<file path="config.mk">
export PLATFORM = sky130hd
export DESIGN_NAME = layer_sequencer
export DESIGN_NICKNAME = d
export VERILOG_FILES = /design/src/rtl/layer_sequencer_pkg.sv /design/src/rtl/layer_sequencer_result_serializer.sv /design/src/rtl/layer_sequencer.sv
export SDC_FILE = /design/constraint.sdc
export NUM_CORES = 1
export LEC_CHECK = 0
export CAP_MARGIN = 15
export CORE_MARGIN = 10
export CORE_UTILIZATION = 50
export DETAILED_ROUTE_END_ITERATION = 10
export HOLD_SLACK_MARGIN = 0.03
export PLACE_DENSITY = 0.79
export SLEW_MARGIN = 40
export SYNTH_ARGS = -nofsm -noshare
export SYNTH_HDL_FRONTEND = slang
export SYNTH_SLANG_ARGS = --single-unit
</file>
<file path="constraint.sdc">
create_clock -name clock -period 3.37 [get_ports clock]
set_input_delay 0.674 -clock clock [delete_from_list [all_inputs] [get_ports clock]]
set_output_delay 0.674 -clock clock [all_outputs]
set_load 0.02 [all_outputs]
</file>
<file path="src/rtl/layer_sequencer_pkg.sv">
// Shared types for the layer sequencer: fixed-point sample format and controller states.
package layer_sequencer_pkg;

    localparam int INTEGRAL_WIDTH = 8;
    localparam int FRACTION_WIDTH = 8;
    localparam int FP_W           = INTEGRAL_WIDTH + FRACTION_WIDTH;

    typedef logic signed [FP_W-1:0] fixed_point;

    typedef enum logic [1:0] {
        FILL  = 2'd0,
        FIRE  = 2'd1,
        WAIT  = 2'd2,
        DRAIN = 2'd3
    } seq_state_t;

    // Index counters need at least one bit even for single-entry vectors.
    function automatic int idx_w(input int n);
        return (n > 1) ? $clog2(n) : 1;
    endfunction

endpackage

</file>
<file path="src/rtl/layer_sequencer_result_serializer.sv">
// Collects per-neuron results while capture is enabled, then streams them out one beat
// at a time in neuron order while drain is enabled.
module layer_sequencer_result_serializer
    import layer_sequencer_pkg::*;
#(
    parameter int NUM_NEURONS = 8
) (
    input  logic                        clock,
    input  logic                        reset_n,
    input  logic                        capture_i,
    input  logic                        drain_i,
    input  logic [NUM_NEURONS*FP_W-1:0] neuron_out_i,
    input  logic [NUM_NEURONS-1:0]      neuron_ready_i,
    input  logic                        out_ready_i,
    output logic                        out_valid_o,
    output logic [FP_W-1:0]             out_data_o,
    output logic                        out_last_o,
    output logic                        all_done_o,
    output logic                        drain_done_o
);

    localparam int              OW       = idx_w(NUM_NEURONS);
    localparam logic [OW-1:0]   LAST_IDX = OW'(NUM_NEURONS - 1);

    logic [NUM_NEURONS*FP_W-1:0] results_q, results_d;
    logic [NUM_NEURONS-1:0]      done_q, done_d;
    logic [NUM_NEURONS-1:0]      capture_mask;
    logic [OW-1:0]               out_idx_q, out_idx_d;
    logic                        beat;

    // Same-cycle pulses count toward completion so the controller can leave WAIT next edge.
    assign capture_mask = capture_i ? neuron_ready_i : '0;
    assign all_done_o   = &(done_q | capture_mask);

    assign beat         = drain_i && out_ready_i;
    assign out_valid_o  = drain_i;
    assign out_last_o   = drain_i && (out_idx_q == LAST_IDX);
    assign out_data_o   = drain_i ? results_q[out_idx_q*FP_W +: FP_W] : '0;
    assign drain_done_o = beat && (out_idx_q == LAST_IDX);

    always_comb begin
        results_d = results_q;
        done_d    = done_q | capture_mask;
        out_idx_d = out_idx_q;
        for (int j = 0; j < NUM_NEURONS; j++) begin
            if (capture_mask[j]) begin
                results_d[j*FP_W +: FP_W] = neuron_out_i[j*FP_W +: FP_W];
            end
        end
        if (drain_done_o) begin
            out_idx_d = '0;
            done_d    = '0;
        end else if (beat) begin
            out_idx_d = out_idx_q + 1'b1;
        end
    end

    always_ff @(posedge clock or negedge reset_n) begin
        if (!reset_n) begin
            results_q <= '0;
            done_q    <= '0;
            out_idx_q <= '0;
        end else begin
            results_q <= results_d;
            done_q    <= done_d;
            out_idx_q <= out_idx_d;
        end
    end

endmodule

</file>
<file path="src/rtl/layer_sequencer.sv">
// Deserialises an input sample stream into a vector, starts a neuron layer, and hands the
// collected results to the serializer for output.
module layer_sequencer
    import layer_sequencer_pkg::*;
#(
    parameter int NUM_INPUTS  = 16,
    parameter int NUM_NEURONS = 8
) (
    input  logic                        clock,
    input  logic                        reset_n,
    input  logic                        in_valid,
    output logic                        in_ready,
    input  logic [FP_W-1:0]             in_data,
    input  logic                        in_last,
    output logic [NUM_INPUTS*FP_W-1:0]  inputs,
    output logic                        inputs_ready,
    input  logic [NUM_NEURONS*FP_W-1:0] neuron_out,
    input  logic [NUM_NEURONS-1:0]      neuron_ready,
    output logic                        out_valid,
    input  logic                        out_ready,
    output logic [FP_W-1:0]             out_data,
    output logic                        out_last,
    output logic                        frame_error
);

    localparam int            IW        = idx_w(NUM_INPUTS);
    localparam logic [IW-1:0] LAST_IN   = IW'(NUM_INPUTS - 1);

    seq_state_t                 state_q, state_d;
    logic [IW-1:0]              in_idx_q, in_idx_d;
    logic [NUM_INPUTS*FP_W-1:0] inputs_q, inputs_d;
    logic                       frame_error_q, frame_error_d;
    logic                       is_final;
    logic                       all_done;
    logic                       drain_done;

    // Gated by reset_n so the handshake reads idle while reset is held.
    assign in_ready    = reset_n && (state_q == FILL);
    assign inputs      = inputs_q;
    assign frame_error = frame_error_q;
    assign is_final    = (in_idx_q == LAST_IN);

    always_comb begin
        state_d       = state_q;
        in_idx_d      = in_idx_q;
        inputs_d      = inputs_q;
        frame_error_d = frame_error_q;
        inputs_ready  = 1'b0;
        case (state_q)
            FILL: begin
                if (in_valid) begin
                    if (in_last && !is_final) begin
                        // Short frame: discard it and resynchronise on the next sample.
                        frame_error_d = 1'b1;
                        in_idx_d      = '0;
                    end else begin
                        inputs_d[in_idx_q*FP_W +: FP_W] = in_data;
                        if (is_final) begin
                            frame_error_d = frame_error_q | !in_last;
                            state_d       = FIRE;
                        end else begin
                            in_idx_d = in_idx_q + 1'b1;
                        end
                    end
                end
            end
            FIRE: begin
                inputs_ready = 1'b1;
                state_d      = WAIT;
            end
            WAIT: begin
                if (all_done) begin
                    state_d = DRAIN;
                end
            end
            DRAIN: begin
                if (drain_done) begin
                    state_d  = FILL;
                    in_idx_d = '0;
                end
            end
            default: state_d = FILL;
        endcase
    end

    always_ff @(posedge clock or negedge reset_n) begin
        if (!reset_n) begin
            state_q       <= FILL;
            in_idx_q      <= '0;
            inputs_q      <= '0;
            frame_error_q <= 1'b0;
        end else begin
            state_q       <= state_d;
            in_idx_q      <= in_idx_d;
            inputs_q      <= inputs_d;
            frame_error_q <= frame_error_d;
        end
    end

    layer_sequencer_result_serializer #(
        .NUM_NEURONS (NUM_NEURONS)
    ) u_result_serializer (
        .clock          (clock),
        .reset_n        (reset_n),
        .capture_i      (state_q == WAIT),
        .drain_i        (state_q == DRAIN),
        .neuron_out_i   (neuron_out),
        .neuron_ready_i (neuron_ready),
        .out_ready_i    (out_ready),
        .out_valid_o    (out_valid),
        .out_data_o     (out_data),
        .out_last_o     (out_last),
        .all_done_o     (all_done),
        .drain_done_o   (drain_done)
    );

endmodule

</file>
After elaboration in Yosys (flattened, before gate mapping)
Index checks and enable logic that the tools add are counted.

$add $sub $neg: 3. Multipliers: 0. Divide/modulo/power cells: 0. Order comparisons: 0. Equality and inequality tests: 11. Shifts and indexed selects: 3. Multiplexer cells: 20. Bitwise operators: 3. Reduce and logical (&&, ||, !) cells: 16.

Operators with widths (count): $bwmux 256 (1); $shift 16x34->256 const A (1); $shiftx 16x34->256 (1); $shiftx 128x8->16 (1); $neg 8->34 (1); $mux 16 (1); $mux 4 (4); $mux 8 (2); $mux 2 (5); $ne 2x2->1 const B (5); $or 8x8->8 (1); $pmux 2 s4 (1); $pmux 4 s2 (1); $reduce_and 8->1 (1); $mux 3 (2); $reduce_and 3->1 (2); $reduce_bool 2->1 (3); $logic_and 1x1->1 (5); $reduce_and 5->1 (1); $add 4x1->4 const B (1); $eq 2x2->1 const B (2); $eq 4x4->1 const B (1); $reduce_and 4->1 (1); $add 3x1->3 const B (1); 8 further kinds (11).

Bits in registers: 402. Bits in latches: 0. Bits in writable memories: 0. Bits in read-only memories: 0. Input port bits: 157. Output and inout bits: 277. Word-level logic and storage cells: 70. Memories: 0.

Logic depth before layout (Yosys ltp)
Gate-level depths: netlist (run 1).

Word-level depth: 6. Depth in mapped cells: 10. Mapped depth without buffers: 6.

Cells and area by module
Synthesis (run 1) repeated with hierarchy kept, for this count alone.

Cell total of the unflattened synthesis: 1574. Area total of the unflattened synthesis: 18133.6 um^2.

Modules (own cells, without submodules): layer_sequencer (times used 1, cells each 1175, area each 11823.8 um^2, seq. area each 6581.3 um^2); layer_sequencer_result_serializer (times used 1, cells each 399, area each 6309.8 um^2, seq. area each 3478.3 um^2).

Worst setup path before layout (run 1)
No wires, ideal clock.

Path type: reg-to-reg. From: reg in_idx_q[2]. To: reg inputs_q[230], in the netlist inputs[230]. Setup time: 0.127 ns. Data arrival time: 2.363 ns. Data required time: 3.243 ns. Path slack: 0.879 ns. Stages on the path, launching flop included: 10. Path buffers: 3. Period minus slack after synthesis: 2.491 ns. Cells stage by stage: dfrtp_1 buf_2 nor3_1 ha_1 nand3b_1 a211oi_4 and4b_1 buf_4 buf_6 mux2_1.

Cells in the longest elaborated chain, start to end: 5. Elaborated cells on any way between the ends: 9. Classes of those cells: 1 x add/sub; 1 x eq/ne; 2 x shift; 1 x mux; 1 x bitwise; 3 x reduce/logical.

RTL lines: start, declared (line layer_sequencer.sv:30) `logic [IW-1:0] in_idx_q, in_idx_d;`; start signal, assigned (line layer_sequencer.sv:94) `in_idx_q <= in_idx_d;`; branches (longest 5 deep; another with $neg 8->34); end signal, assigned (line layer_sequencer.sv:95) `inputs_q <= inputs_d;`; end, declared (line layer_sequencer.sv:31) `logic [NUM_INPUTS*FP_W-1:0] inputs_q, inputs_d;`.

Parallel ways; which one is timed is not known. A chain may end at the register's enable or synchronous reset.

Final worst setup path (run 1)
From: reg u_result_serializer.out_idx_q[1]. To: out out_data[6].

Cells in the longest elaborated chain, start to end: 2.

RTL lines: start, declared (line layer_sequencer_result_serializer.sv:28) `logic [OW-1:0] out_idx_q, out_idx_d;`; start signal, assigned (line layer_sequencer_result_serializer.sv:66) `out_idx_q <= out_idx_d;`; $shiftx 128x8->16 (line layer_sequencer_result_serializer.sv:38) `assign out_data_o = drain_i ? results_q[out_idx_q*FP_W +: FP_W] : '0;`; $mux 16 (line layer_sequencer_result_serializer.sv:38); end, declared (line layer_sequencer.sv:21) `output logic [FP_W-1:0] out_data,`.

No other way between the ends.

==> impl_metrics.csv, run 1 <==
group,metric,value,unit
clocking,h-tree-depth,2,
clocking,cts_tree,"built",
timing,slew_headroom,43.6,%
die,start_util,50.7,%
die,die_area,42900,um2
yosys,ys_ff_latch,402,
timing,holdWs,0.486,ns
power,clockPowerShare,24.3,%
yosys,syn_nets,1544,
die,io_pins,434,
timing,min_period,3.29,ns
clocking,ctsLongestPathBuffers,3,
timing,finalSetupTns,0,ns
yosys,yosys.cell_count.top_type,"dfrtp_1",
critical_path,crit_type,"reg -> out",
critical_path,ff2ff_setup_slack,0.45,ns
critical_path,cp-end-kind,"output pin",
yosys,ys_seq_area_share,57.4,%
worst_hold_path,hp-class,"reg -> reg",
timing,finalCritPeriodShare,97.5,%
detailed_routing,dr.first_iter.drc_count,974,
place,gp_congestion,0.845,
critical_path,critPathRequiredTime,2.70,ns
yosys,yosys.area.top_type,"dfrtp_1",
power,irDropWorstVdd,0.000569,V
detailed_routing,num_vias,12600,
power,power.leakage,0.0115,uW
critical_path,path_cells,"buf_4 > mux4_2 > mux2i_1 > nor2b_1 > clkdlybuf4s50_1",
yosys,synth_mux_area_share,25.1,%
timing,rsz0062_at_grt,"no",
critical_path,path_max_fanout,34,
final_layout,drive_gt1_share,19.8,%
yosys,syn_area_per_cell,12.7,um2
detailed_routing,wl_per_cell,24.8,um
power,combinationalPowerShare,38.1,%
clocking,cts_buffers,42,
yosys,yosysTopAreaCellShare,57.4,%
yosys,synthXorXnorAreaFrac,0.150,%
power,power,19200,uW
clocking,clk_latency,0.54,ns
timing,fmax,0.304,GHz
power,p_sw,6440,uW
global_routing,grt_first_pass_wirelength,86400,um
critical_path,cp.depth,5,
critical_path,cpLargestDelayFamily,"buffers and inverters",
detailed_routing,viasPerCell,5.48,
place,hpwlAfterDp,41800,um
critical_path,arrival,2.61,ns
timing,hold_viol,0,
timing,skew,0.0253,ns
critical_path,max_stage_delay,0.66,ns
yosys,ys.flop_type,"dfrtp_1",
critical_path,slowest_stage,"clkdlybuf4s50_1",
yosys,synth_common_cells,"dfrtp_1 (402), mux2_2 (193), inv_1 (149)",
detailed_routing,drt-total-wl,57100,um
yosys,synthTopCellsByArea,"dfrtp_1 (57%), mux2_2 (12%), mux2i_1 (5.5%), mux4_2 (4.1%), inv_1 (3.2%)",
die,rows,68,
critical_path,crit-reg2reg-launch,"in_idx_q[0]",
power,p_int,12700,uW
critical_path,crit_start,"u_result_serializer.out_idx_q[1]",
yosys,synth-warning-count,0,
critical_path,timing.rr.end,"inputs[54]",
critical_path,setup.worst_path.start_class,"register",
yosys,synth_cells,1377,
place,portBuffers,433,
final_layout,areaGrowthSynthToFinish,36.2,%
detailed_routing,drcViolationCount,0,
clocking,numClockSinks,402,
yosys,ys_async_sr_fraction,100,%
critical_path,ff2ff_path_depth,7,
yosys,synth_top_family_by_area,"multiplexers",
timing,tightest_slew,0.843,ns
final_layout,final_util,69.1,%
die,fp.dieH,207,um
yosys,synth-edff-count,0,
global_routing,grt.total_usage,25.8,%
yosys,synth_cell_types,55,
die,die_x,207,um
global_routing,antenna_found_initial,6,
critical_path,worstSetupEndpoint,"out_data[6]",
final_layout,nNetsFinal,1984,
yosys,synth-compound-area-share,3.63,%
clocking,root_buffer,"clkbuf_16",
yosys,yosys.area_share.adder,0.714,%
power,sequentialPowerShare,37.6,%
critical_path,critPathBufInv,2,
detailed_routing,dr.pass1.iters,5,
yosys,syn_area,17500,um2
outcome,status,"finished clean",
global_routing,grt_pass1_vias,13400,
power,p_per_area,803,nW/um2
global_routing,overflow,0,
detailed_routing,ant_nets,0,
timing,drv_slew,0,
power,swShare,33.6,%
die,core,34500,um2
global_routing,grt_max_degree,163,
timing,setup_viol,0,
yosys,yosys.area_share.simple,7.41,%
flow_run,cap_violations,0,
clocking,clk_pin_slew,0.06,ns
through the flow:
step                      cell area [um2]  worst slack [ns]  std cells
after detailed placement            22500             0.370       2225
after global placement              22400             0.498       2224
final                               23900            0.0848       2304
after global routing                23900           0.00683       2304
after floorplan                     17500             0.879       1377
after CTS                           23900            0.0361       2301
layout by cell type, fill, tap and decap left out, drive strengths merged, types with 14 or more instances in the layout:
cell type / n
a21oi: 14
and3: 17
buf: 57
clkbuf: 63
clkdlybuf4s50: 427
dfrtp: 402
inv: 149
mux2: 240
mux2i: 97
mux4: 32
nand2: 93
nand3: 72
nor2b: 20
o21ai: 70
power by group through the flow:
stage	clock network, uW	logic (uW)	registers [uW]
floorplan	0	3610	7720
global placement	0	7080	7180
detailed placement	0	7280	7270
CTS	4730	7370	7180
global route	4950	7820	7350
finish	4670	7300	7210
routing by layer:
metal / global-route usage [%] / part of all wire (%) / vias to the layer above
li1: - / - / 5563
met1: 31.6 / 39 / 6411
met5: 0 / 0.077 / -
met4: 7.23 / 2.5 / 6
met3: 8.06 / 9.0 / 85
met2: 43.2 / 49 / 560
registers in the layout (all words and copies together) (netlist names):
signal,flops
state_q,2
u_result_serializer.results_q,128
inputs,256
u_result_serializer.out_idx_q,3
frame_error,1
in_idx_q,4
u_result_serializer.done_q,8
worst reg2reg max path: stages (launching register included):
cell and delay (ns):
dfrtp_1 0.54, inv_1 0.13, ha_1 0.33, nor3b_1 0.24
a211oi_4 0.51, buf_4 0.26, and2_0 0.59, o21ai_0 0.18
worst min-delay path by stage:
stage	startpoint	end	slack (ns)	cells past startpoint
after floorplan	reset_n	frame_error	0.38	0
after global placement	inputs[238]	inputs[238]	0.47	1
after detailed placement	inputs[237]	inputs[237]	0.47	1
after CTS	inputs[104]	inputs[104]	0.49	1
after global routing	inputs[230]	inputs[230]	0.49	1
final	inputs[104]	inputs[104]	0.49	1
cell families after synthesis:
kind of cell | Yosys count
DFF | 402
muxes | 369
and+or+nand+nor | 247
buffers and inverters | 238
AOI/OAI and AO/OA | 108
adders and majority gates | 10
xor gates and xnor gates | 3
layout make-up:
cell class	instances	area, um2
well taps	455	569
clock inverters	11	156
inverters	149	559
multi-input cells	737	6490
flip-flops and latches	402	10100
diodes	2	5.00
repair buffers	485	4800
clock buffers	63	1240
fillers	2497	10700
what timing repair did:
| action | CTS | global route |
|---|---|---|
| gates resized for setup | 0 | 1 |
| endpoints found under the hold margin | 9 | 0 |
| endpoints found under the setup margin | 8 | 9 |
| hold buffers | 1 | 0 |
| setup buffers | 1 | 0 |
Power figures use the tool's default switching activity.
==> run 2: changes to the inputs <==
CORE_MARGIN = 5   (was 10)
==> run 2 against run 1 <==
Worst hold slack worse by 0.0025 ns. Clock-buffer cell count unchanged. Largest cell class unchanged. Non-clock buffer count up 8. Routed wire length down 4.9%. Critical path type unchanged. Sequential share of layout area down 0.19 points. Sequential cell count unchanged. Worst setup slack worse by 0.035 ns. Die area down 9.4%. Register-to-register slack worse by 0.05 ns.
==> impl_metrics.csv, run 2 (synthesized netlist as in run 1, its figures left out) <==
group,metric,value,unit
outcome,status,"finished clean",
critical_path,critPathRequiredTime,2.70,ns
final_layout,areaGrowthSynthToFinish,36.9,%
detailed_routing,ant_nets,0,
final_layout,postLayoutCellArea,24000,um2
die,core,34500,um2
critical_path,path_cells,"buf_4 > mux4_2 > mux2i_2 > nor2b_1 > clkdlybuf4s50_1",
timing,finalSetupTns,0,ns
worst_hold_path,hp-class,"reg -> reg",
place,place_area,22500,um2
clocking,h-tree-depth,2,
final_layout,final_cell_mix,"clkdlybuf4s50_1 (427), dfrtp_1 (401), mux2_2 (193)",
timing,slew_headroom,44.8,%
global_routing,overflow,0,
final_layout,nNetsFinal,1993,
critical_path,slowest_stage,"clkdlybuf4s50_1",
die,fp.dieH,197,um
clocking,cts_tree,"built",
final_layout,final_util,69.5,%
place,gp_congestion,0.854,
worst_hold_path,hold_depth,1,
detailed_routing,dr.first_iter.drc_count,972,
critical_path,max_stage_delay,0.56,ns
clocking,ctsLongestPathBuffers,3,
timing,tightest_slew,0.825,ns
detailed_routing,wl_per_cell,23.5,um
worst_hold_path,min_to,"inputs[233]",
detailed_routing,viasPerCell,5.52,
timing,holdWs,0.484,ns
detailed_routing,drt-total-wl,54300,um
global_routing,antenna_found_initial,3,
final_layout,largest_reg_flops,256,
global_routing,grt_first_pass_wirelength,82600,um
critical_path,crit_type,"reg -> out",
timing,hold_viol,0,
final_layout,layout_commonest_cell,"clkdlybuf4s50_1",
critical_path,cpLargestDelayFamily,"multiplexers",
critical_path,crit-reg2reg-launch,"in_idx_q[0]",
detailed_routing,num_vias,12800,
critical_path,timing.rr.end,"inputs[59]",
global_routing,grt_pass1_vias,13500,
die,die_x,197,um
clocking,clk_pin_slew,0.06,ns
worst_hold_path,hold_start,"inputs[233]",
clocking,root_buffer,"clkbuf_16",
critical_path,path_max_fanout,11,
timing,setup_viol,0,
critical_path,ff2ff_setup_slack,0.40,ns
clocking,clk_latency,0.53,ns
power,p_per_area,804,nW/um2
timing,skew,0.0187,ns
global_routing,grt_max_degree,106,
clocking,numClockSinks,402,
critical_path,critPathBufInv,2,
timing,min_period,3.32,ns
detailed_routing,drcViolationCount,0,
critical_path,setup.worst_path.start_class,"register",
timing,finalCritPeriodShare,98.5,%
flow_run,cap_violations,0,
die,io_pins,434,
critical_path,arrival,2.65,ns
global_routing,grt.total_usage,27.3,%
die,die_area,38900,um2
power,power,19300,uW
power,irDropWorstVdd,0.000514,V
power,power.leakage,0.0116,uW
critical_path,cp-end-kind,"output pin",
final_layout,drive_gt1_share,20.5,%
die,rows,68,
die,start_util,50.7,%
timing,drv_slew,0,
place,hpwlAfterDp,39100,um
detailed_routing,dr.pass1.iters,5,
timing,fmax,0.301,GHz
clocking,cts_buffers,43,
critical_path,ff2ff_path_depth,7,
place,portBuffers,433,
-- run 2: report_power, final --
group	internal (uW)	leakage, uW	switching [uW]
combinational	3710	0.00634	3620
clock	2830	0.000706	1920
sequential	6310	0.00456	920
-- run 2: repair_timing --
action | 4_1_cts | 5_1_grt
endpoints found under the setup margin | 16 | 10
gates cloned | 0 | 0
buffers inserted | 2 | 5
hold buffers | 1 | 0
resized for setup | 2 | 3
endpoints found under the hold margin | 30 | 0
-- run 2: layout make-up --
cell class	instances	area, um2
Fill cell	2394	10600
Multi-Input combinational cell	737	6500
Sequential cell	402	10100
Clock buffer	63	1260
Timing Repair Buffer	493	4870
Clock inverter	15	164
Antenna cell	2	5.00
Inverter	149	559
Tap cell	455	569
-- run 2: worst max path at each step --
stage	start	to	cells after the start
after global routing	u_result_serializer.out_idx_q[0]	out_data[12]	5
after global placement	u_result_serializer.out_idx_q[0]	out_data[5]	5
after CTS	u_result_serializer.out_idx_q[0]	out_data[5]	5
after floorplan	in_idx_q[2]	inputs[230]	9
final	u_result_serializer.out_idx_q[0]	out_data[4]	5
after detailed placement	in_valid	inputs[55]	6
-- run 2: metrics by stage --
step,instances,setup slack (ns)
after global placement,2226,0.437
after floorplan,1377,0.879
after CTS,2309,0.0259
final,2316,0.0499
after global routing,2314,-0.00608
after detailed placement,2228,0.417
-- run 2: layer usage --
layer | global-route usage (%) | part of all wire [%]
met5 | 0 | 0.026
met4 | 6.29 | 2.3
met3 | 6.92 | 9.0
met2 | 46.7 | 50
met1 | 35.5 | 39
